==> config.mk <==
export PLATFORM = sky130hd
export DESIGN_NAME = param_sync_fifo
export DESIGN_NICKNAME = d
export VERILOG_FILES = /design/src/rtl/param_sync_fifo.sv
export SDC_FILE = /design/constraint.sdc
export NUM_CORES = 1
export LEC_CHECK = 0
export CORE_MARGIN = 2
export CORE_UTILIZATION = 35
export DETAILED_ROUTE_END_ITERATION = 10
export HOLD_SLACK_MARGIN = 0.15
export PLACE_DENSITY = 0.55
export SLEW_MARGIN = 20
export SYNTH_ARGS = -nofsm -noshare
export SYNTH_HDL_FRONTEND = slang
export SYNTH_SLANG_ARGS = --single-unit
==> constraint.sdc <==
create_clock -name clk -period 4.4 [get_ports clk]
set_clock_uncertainty 0.2 [all_clocks]
set_input_delay 1.32 -clock clk [delete_from_list [all_inputs] [get_ports clk]]
set_output_delay 1.32 -clock clk [all_outputs]
set_load 0.01 [all_outputs]
==> src/rtl/param_sync_fifo.sv <==
// param_sync_fifo: single-clock elastic buffer with a full-width occupancy
// count, programmable almost-full/almost-empty thresholds, selectable
// standard or first-word-fall-through read, and sticky overflow/underflow.
//
// Handshake: wen/ren are requests, and full/empty are the matching "not
// ready" indications, all decoded from registered state. A read is accepted
// (rd_ok) when ren && !empty. A write is accepted (wr_ok) when wen && !full,
// or when it is paired with an accepted read in the same cycle, so a full
// FIFO can still stream one in / one out. A rejected request is not an
// error for the logic. It only sets the sticky overflow/underflow flag.
// There is no FSM; the only state is the pointers, count, flags and data.
module param_sync_fifo #(
  parameter int DATA_WIDTH   = 8,
  parameter int FIFO_DEPTH   = 32,
  parameter int FWFT         = 0,
  parameter int AFULL_LEVEL  = FIFO_DEPTH - 2,
  parameter int AEMPTY_LEVEL = 2,
  parameter int CNT_WIDTH    = $clog2(FIFO_DEPTH + 1)
) (
  input  logic                  clk,
  input  logic                  rst,
  input  logic                  clear,
  input  logic                  wen,
  input  logic [DATA_WIDTH-1:0] wdata,
  output logic                  full,
  output logic                  almost_full,
  input  logic                  ren,
  output logic [DATA_WIDTH-1:0] rdata,
  output logic                  empty,
  output logic                  almost_empty,
  output logic [CNT_WIDTH-1:0]  count,
  output logic                  overflow,
  output logic                  underflow
);

  localparam int PTR_WIDTH = (FIFO_DEPTH > 2) ? $clog2(FIFO_DEPTH) : 1;
  localparam logic [PTR_WIDTH-1:0] LAST_PTR   = PTR_WIDTH'(FIFO_DEPTH - 1);
  localparam logic [PTR_WIDTH-1:0] PTR_ONE    = PTR_WIDTH'(1);
  localparam logic [CNT_WIDTH-1:0] CNT_ONE    = CNT_WIDTH'(1);
  localparam logic [CNT_WIDTH-1:0] DEPTH_CNT  = CNT_WIDTH'(FIFO_DEPTH);
  localparam logic [CNT_WIDTH-1:0] AFULL_CNT  = CNT_WIDTH'(AFULL_LEVEL);
  localparam logic [CNT_WIDTH-1:0] AEMPTY_CNT = CNT_WIDTH'(AEMPTY_LEVEL);

  logic [DATA_WIDTH-1:0] mem [FIFO_DEPTH];
  logic [PTR_WIDTH-1:0]  wr_ptr;
  logic [PTR_WIDTH-1:0]  rd_ptr;
  logic [CNT_WIDTH-1:0]  count_q;
  logic [CNT_WIDTH-1:0]  count_d;
  logic                  overflow_q;
  logic                  underflow_q;
  logic                  rd_ok;
  logic                  wr_ok;

  // Pointers wrap by explicit compare so any depth works, not just 2^n.
  function automatic logic [PTR_WIDTH-1:0] ptr_inc(input logic [PTR_WIDTH-1:0] p);
    return (p == LAST_PTR) ? '0 : p + PTR_ONE;
  endfunction

  // Status flags decode only the registered count.
  assign count        = count_q;
  assign empty        = (count_q == '0);
  assign full         = (count_q == DEPTH_CNT);
  assign almost_full  = (count_q >= AFULL_CNT);
  assign almost_empty = (count_q <= AEMPTY_CNT);
  assign overflow     = overflow_q;
  assign underflow    = underflow_q;

  assign rd_ok = ren && !empty;
  assign wr_ok = wen && (!full || rd_ok);

  // Occupancy update: +1 on write only, -1 on read only, hold otherwise.
  always_comb begin
    count_d = count_q;
    if (wr_ok && !rd_ok) begin
      count_d = count_q + CNT_ONE;
    end else if (rd_ok && !wr_ok) begin
      count_d = count_q - CNT_ONE;
    end
  end

  // Pointer, count and sticky error state; clear flushes without touching storage.
  always_ff @(posedge clk or posedge rst) begin
    if (rst) begin
      wr_ptr      <= '0;
      rd_ptr      <= '0;
      count_q     <= '0;
      overflow_q  <= 1'b0;
      underflow_q <= 1'b0;
    end else if (clear) begin
      wr_ptr      <= '0;
      rd_ptr      <= '0;
      count_q     <= '0;
      overflow_q  <= 1'b0;
      underflow_q <= 1'b0;
    end else begin
      if (wr_ok) begin
        wr_ptr <= ptr_inc(wr_ptr);
      end
      if (rd_ok) begin
        rd_ptr <= ptr_inc(rd_ptr);
      end
      count_q <= count_d;
      if (wen && !wr_ok) begin
        overflow_q <= 1'b1;
      end
      if (ren && !rd_ok) begin
        underflow_q <= 1'b1;
      end
    end
  end

  // Storage write; contents are never reset, only the pointers are.
  always_ff @(posedge clk) begin
    if (wr_ok && !clear) begin
      mem[wr_ptr] <= wdata;
    end
  end

  generate
    if (FWFT != 0) begin : g_fwft
      // Head entry is always presented; zero when nothing is held.
      always_comb begin
        rdata = '0;
        if (!empty) begin
          rdata = mem[rd_ptr];
        end
      end
    end else begin : g_std
      logic [DATA_WIDTH-1:0] rdata_q;

      // Registered read: capture the head entry on an accepted read.
      always_ff @(posedge clk or posedge rst) begin
        if (rst) begin
          rdata_q <= '0;
        end else if (clear) begin
          rdata_q <= '0;
        end else if (rd_ok) begin
          rdata_q <= mem[rd_ptr];
        end
      end

      assign rdata = rdata_q;
    end
  endgenerate

endmodule
==> results of run 1 <==
## synthesized netlist by cell type (2+ instances only)
cell type | count | area (um^2)
edfxtp_1 | 256 | 7690
ha_1 | 11 | 138
a22oi_1 | 24 | 180
clkbuf_1 | 15 | 56.3
and3_1 | 3 | 18.8
or3_1 | 2 | 12.5
or4b_2 | 2 | 20.0
a21oi_1 | 17 | 85.1
nand3b_1 | 4 | 30.0
dfrtp_1 | 26 | 651
o21a_1 | 3 | 22.5
nand2_1 | 12 | 45.0
a211oi_1 | 10 | 75.1
mux2_2 | 2 | 22.5
nor2b_1 | 4 | 25.0
mux4_2 | 64 | 1440
or3b_2 | 2 | 17.5
buf_2 | 10 | 50.1
or4_1 | 3 | 22.5
nor2_1 | 55 | 206
buf_1 | 6 | 22.5
mux2i_1 | 9 | 90.1
o21ai_0 | 17 | 85.1
inv_1 | 8 | 30.0
nand3_1 | 5 | 25.0
a31oi_1 | 4 | 25.0
nor3_1 | 16 | 80.1
buf_4 | 2 | 15.0
## registers in the layout, indices dropped and copies added (netlist names)
register	cells
count	6
mem	256
rdata	8
overflow	1
rd_ptr	5
wr_ptr	5
underflow	1
## cells by family after synthesis
| family | count (synthesis) | share of synthesized area [%] |
|---|---|---|
| flops | 282 | 73.1 |
| simple gates | 116 | 4.98 |
| compound gates | 86 | 5.16 |
| mux | 75 | 13.6 |
| buf+inv | 43 | 1.71 |
| fa+ha+maj | 12 | 1.38 |
| xor+xnor | 1 | 0.0768 |
## routing by layer
layer	track usage [%]	part of all wire, %
met5	0	0
met2	24.0	48
met4	5.57	3.4
met3	1.86	4.8
met1	20.0	44
## area by class of cell
type | count | area (um^2) | share of cell area [%]
Inverter | 8 | 30.0 | 0.223
Tap cell | 442 | 553 | 4.11
Multi-Input combinational cell | 290 | 2880 | 21.4
Sequential cell | 282 | 8340 | 62.0
Timing Repair Buffer | 83 | 703 | 5.23
Clock buffer | 36 | 783 | 5.82
Clock inverter | 19 | 165 | 1.23
## worst max path at each step
| stage | start | depth (start not counted) | end | slack, ns |
|---|---|---|---|---|
| 6_report | count[2]$_DFFE_PP0P_ | 3 | empty | 0.33 |
| 5_1_grt | count[2]$_DFFE_PP0P_ | 3 | empty | 0.19 |
| 4_1_cts | count[2]$_DFFE_PP0P_ | 3 | empty | 0.30 |
| 3_5_place_dp | ren | 10 | count[5]$_DFFE_PP0P_ | -0.03 |
| 3_3_place_gp | ren | 10 | count[5]$_DFFE_PP0P_ | 0.08 |
| 2_1_floorplan | ren | 10 | count[5]$_DFFE_PP0P_ | 0.37 |
## worst min-delay path: stages, from the launching register on
cell and delay [ns]:
dfrtp_1 0.34, a21oi_1 0.05, nor2_1 0.07
## metrics by stage
| step | setup slack, ns | instances | TNS, ns | cell area, um^2 | util, % |
|---|---|---|---|---|---|
| 2_1_floorplan | 0.370 | 615 | 0 | 11400 | - |
| 3_3_place_gp | 0.0784 | 1105 | 0 | 12500 | 38.7 |
| 3_5_place_dp | -0.0331 | 1105 | -0.0331 | 12500 | 38.7 |
| 4_1_cts | 0.300 | 1160 | 0 | 13500 | 41.7 |
| 5_1_grt | 0.189 | 1160 | 0 | 13500 | 41.7 |
| 6_report | 0.328 | 1160 | 0 | 13500 | 41.7 |
## power by group
part | internal (mW) | leakage (nW) | switching [mW]
clock | 1.38 | 0.469 | 1.01
sequential | 2.98 | 2.65 | 0.131
combinational | 0.455 | 1.24 | 0.462
total | 4.82 | 4.35 | 1.60
==> results.md, run 1 <==
* DR iter-0 viols at 646
* R2r setup slk at 0.90 ns
* CORE AREA at 0.0323 mm^2
* Crit path largest cell delay at 0.67 ns
* Crit path launch type: register
* Buffers added on ports at 32
* Clock transition at path regs at 0.06 ns
* Finish-stage setup viols at 0
* CTS Buf Count at 30
* Vias in the first global route at 6150
* Largest net degree at the start of global routing at 47
* P_leak at 4.35 nW
* Nets at 720
* Buf/Inv on CP at 1
* Delay-heaviest family, CP: simple AND/OR/NAND/NOR gates
* Clock Latency Late Sink at 0.57 ns
* Post-synth EDFFs at 256
* Fill count at 2840
* CTS tree: built
* Most frequent cells in the layout: edfxtp_1, mux4_2, nor2_1
* Synthesized net count at 640
* Class of the worst hold path: register to register
* Hold Fails Final Rpt at 0
* Detailed-router iteration count before antenna repair at 5
* Antenna violations before repair at 0
* Ports at 33
* Clock root cell: clkbuf_16
* Starting Density at 35.3%
* GPL Wtd Cong at 0.845
* Status: finished, final reports clean
* Hold path startpoint: underflow$_DFFE_PP0P_
* Die height at 185 um
* Period minus WS final at 4.07 ns
* Most common cell after layout, fill and taps aside: edfxtp_1
* Post-CTS sizing at 0
* Row count at 66
* Slew Limit Fails at 0
* Mapped Area at 0.0114 mm^2
* Peak Freq at 246 MHz
* Die ar. at 0.0341 mm^2
* Chip width at 185 um
* CTS Buffer Depth at 3
* H-tree depth at 1
* Worst-Margin Slew at 1.06 ns
* Grt total ovfl at 0
* Critical-path top delay cell: or4_1
* Slew HR at 28.8%
* Seq/Total Area, Yosys at 73.1%
* DR vias at 6010
* DR DRC count at 0
* Layout cells sized above 1 at 24.0%
* Avg WL per Cell at 21.2 um
* Power after layout at 6.42 mW
* Post-DP HPWL at 15800 um
* Setup CP Type: register to output pin
* Mapped Cells at 615
* Hold Slack at 0.293 ns
* Cell count of the worst reg-to-reg path at 10
* Area grow syn2layout at 17.9%
* First-pass GRT wire length at 37300 um
* WL final at 24600 um
* Max cap viols at 0
* RSZ-0062 raised after global routing: no
* Max FO, Critical Path at 8
* Final Cycle Share at 92.5%
* R2r endpoint: count[5]$_DFFE_PP0P_
* Worst EP arrival at 2.55 ns
* Worst-path cell chain: or4_1, nor3_1, clkdlybuf4s50_1
* YS warnings at 0
* Pwr dens at 477 mW/mm^2
* Seq cells post-synth at 282
* Post-synth top flop: edfxtp_1
* Synthesized area per cell at 18.6 um^2
* Antenna diodes at 0
* Hold EP: underflow$_DFFE_PP0P_
* Vias per std cell at 5.18
* WP data required at 2.88 ns
* Total GRT Usage at 14.6%
* Post-synth cell types at 51
* Final ANT Viol Nets at 0
* Hold_buf cts at 0
* Hold Path Depth at 2
* Maximum vdd ir drop at 0.279 mV
* Crit end category: output pin
* CTS sink cnt at 282
* Async SR Flop Fraction at 9.22%
* R2R Path Start: count[2]$_DFFE_PP0P_
* Post-CTS Setup Bufs at 0
Note: power is estimated with default switching activity, not from simulation.
==> run 2: changes to the inputs <==
--- a/config.mk
+++ b/config.mk
@@ -10,6 +10,7 @@
 export DETAILED_ROUTE_END_ITERATION = 10
 export HOLD_SLACK_MARGIN = 0.15
 export PLACE_DENSITY = 0.55
+export SETUP_SLACK_MARGIN = 0.5
 export SLEW_MARGIN = 20
 export SYNTH_ARGS = -nofsm -noshare
 export SYNTH_HDL_FRONTEND = slang
==> constraint.sdc (replaced) <==
create_clock -name clk -period 4.4 [get_ports clk]
set_clock_uncertainty 0.2 [all_clocks]
set_input_delay 0.66 -clock clk [delete_from_list [all_inputs] [get_ports clk]]
set_output_delay 0.66 -clock clk [all_outputs]
set_load 0.01 [all_outputs]
==> run 2 against run 1 <==
Net effect: combinational power decreased by 4.5%; sequential power about the same; power increased by 3.4%; critical path type is now input pin to register; core utilization decreased by 0.40 points; highest routed layer unchanged; via count decreased by 3.7%; global-route usage about the same; worst setup slack improved by 0.53 ns; critical endpoint is now count[5]$_DFFE_PP0P_; fmax increased by 15%; die area unchanged; count of clock-buffer cells in the layout decreased by 2; cell area decreased by 0.97%.
==> results.md, run 2 (same netlist as run 1, synthesis figures left out) <==
* DR iter-0 viols at 526 (was 646)
* CTS Buf Count at 29 (was 30)
* Avg WL per Cell at 21.4 um (was 21.2 um)
* H-tree depth at 1 (unchanged)
* Grt total ovfl at 0 (unchanged)
* Total GRT Usage at 14.6% (about the same)
* Maximum vdd ir drop at 0.319 mV (was 0.279 mV)
* GPL Wtd Cong at 0.835 (was 0.845)
* WP data required at 4.65 ns (was 2.88 ns)
* Die height at 185 um (unchanged)
* WL final at 24300 um (was 24600 um)
* Hold Fails Final Rpt at 0 (unchanged)
* Die ar. at 0.0341 mm^2 (unchanged)
* Slew HR at 31.4% (was 28.8%)
* Clock transition at path regs at 0.06 ns (about the same)
* Nets at 694 (was 720)
* Hold_buf cts at 0 (unchanged)
* Most frequent cells in the layout: edfxtp_1, mux4_2, nor2_1 (unchanged)
* Post-CTS sizing at 0 (unchanged)
* CTS sink cnt at 282 (unchanged)
* Status: finished, final reports clean (unchanged)
* Period minus WS final at 3.55 ns (was 4.07 ns)
* Crit path launch type: input pin (was register)
* DR vias at 5789 (was 6010)
* Pwr dens at 498 mW/mm^2 (was 477 mW/mm^2)
* Class of the worst hold path: register to register (unchanged)
* First-pass GRT wire length at 37200 um (was 37300 um)
* Fin Setup TNS at 0 ns (unchanged)
* Vias per std cell at 5.10 (was 5.18)
* Starting Density at 35.3% (unchanged)
* Buf/Inv on CP at 1 (unchanged)
* Critical-path top delay cell: clkdlybuf4s50_1 (was or4_1)
* Area grow syn2layout at 16.8% (was 17.9%)
* Ports at 33 (unchanged)
* P_leak at 4.24 nW (was 4.35 nW)
* Finish-stage setup viols at 0 (unchanged)
* Setup CP Type: input pin to register (was register to output pin)
* Final Cycle Share at 80.6% (was 92.5%)
* Clock Latency Late Sink at 0.55 ns (was 0.57 ns)
* Layout cells sized above 1 at 22.7% (was 24.0%)
* CTS Buffer Depth at 3 (unchanged)
* Clock root cell: clkbuf_16 (unchanged)
* Worst-Margin Slew at 1.03 ns (was 1.06 ns)
* Row count at 66 (unchanged)
* Worst-path cell chain: clkdlybuf4s50_1, or4b_4, o21ai_2, nand2b_1, ha_1, a211oi_1, o21ai_0, and4b_1, or4b_1, o211ai_1 (was or4_1, nor3_1, clkdlybuf4s50_1)
* Buffers added on ports at 32 (unchanged)
* CORE AREA at 0.0323 mm^2 (unchanged)
* Max reg flops at 256 (unchanged)
* Biggest register: mem (unchanged)
* DR DRC count at 0 (unchanged)
* CTS tree: built (unchanged)
* Chip width at 185 um (unchanged)
* Antenna violations before repair at 0 (unchanged)
* Final ANT Viol Nets at 0 (unchanged)
* Power after layout at 6.63 mW (was 6.42 mW)
* Post-DP HPWL at 15700 um (was 15800 um)
* Vias in the first global route at 6028 (was 6150)
* Post-CTS Setup Bufs at 1 (was 0)
* Max cap viols at 0 (unchanged)
* Slew Limit Fails at 0 (unchanged)
* Max FO, Critical Path at 7 (was 8)
* Detailed-router iteration count before antenna repair at 5 (unchanged)
* Crit path largest cell delay at 0.58 ns (was 0.67 ns)
* R2r setup slk at 0.89 ns (was 0.90 ns)
* RSZ-0062 raised after global routing: no (unchanged)
* Peak Freq at 282 MHz (was 246 MHz)
* Most common cell after layout, fill and taps aside: edfxtp_1 (unchanged)
* Crit end category: register (was output pin)
* Largest net degree at the start of global routing at 46 (was 47)
* Antenna diodes at 0 (unchanged)
* Delay-heaviest family, CP: simple AND/OR/NAND/NOR gates (unchanged)
* Worst EP arrival at 3.80 ns (was 2.55 ns)
==> run 2: changes by cell type in the layout (fill, tap and decap cells not counted), moves of 3 or more <==
cell	before	now
buf_2	0	7
buf_4	51	26
bufinv_16	2	7
clkdlybuf4s50_1	32	25
clkinv_1	7	4
clkinv_2	8	2
clkinvlp_4	0	5
==> run 2: final timing paths <==
path | end | start | cells after the start
min | overflow$_DFFE_PP0P_ | overflow$_DFFE_PP0P_ | 1
max reg2reg | count[5]$_DFFE_PP0P_ | count[2]$_DFFE_PP0P_ | 9
min reg2reg | overflow$_DFFE_PP0P_ | overflow$_DFFE_PP0P_ | 1
min in group asynchronous | wr_ptr[0]$_DFFE_PP0P_ | rst | 2
max | count[5]$_DFFE_PP0P_ | ren | 10
max in group asynchronous | rd_ptr[0]$_DFFE_PP0P_ | rst | 2
==> run 2: through the flow <==
stage	worst slack, ns	cell area (um^2)	utilization (%)	hold slack, ns	std cells
6_report	0.854	13300	41.3	0.310	1134
5_1_grt	0.709	13300	41.3	0.353	1134
4_1_cts	0.880	13300	41.3	0.316	1134
3_5_place_dp	0.335	12300	38.1	0.301	1079
3_3_place_gp	0.466	12300	38.1	0.295	1079
2_1_floorplan	1.03	11400	-	0.305	615
==> run 2: cell type report <==
cell class              instances  area, um^2
clock buffers                  34         744
flip-flops and latches        282        8340
multi-input cells             290        2880
well taps                     442         553
inverters                       8        30.0
clock inverters                20         295
repair buffers                 58         480
fillers                      2842       19000
==> run 2: metal layers <==
layer	GRT usage [%]	part of all wire (%)	wire [um]
met3	2.13	4.4	1080
met4	3.81	1.6	395
met1	19.9	44	10600
met5	0	0	0
met2	24.7	50	12200
==> run 2: power by group <==
group / total [mW] / leakage, nW / internal (mW) / switching, mW
Clock: 2.64 / 0.488 / 1.63 / 1.01
Combinational: 0.876 / 1.10 / 0.437 / 0.439
Sequential: 3.12 / 2.64 / 2.98 / 0.141
Total: 6.63 / 4.24 / 5.04 / 1.59
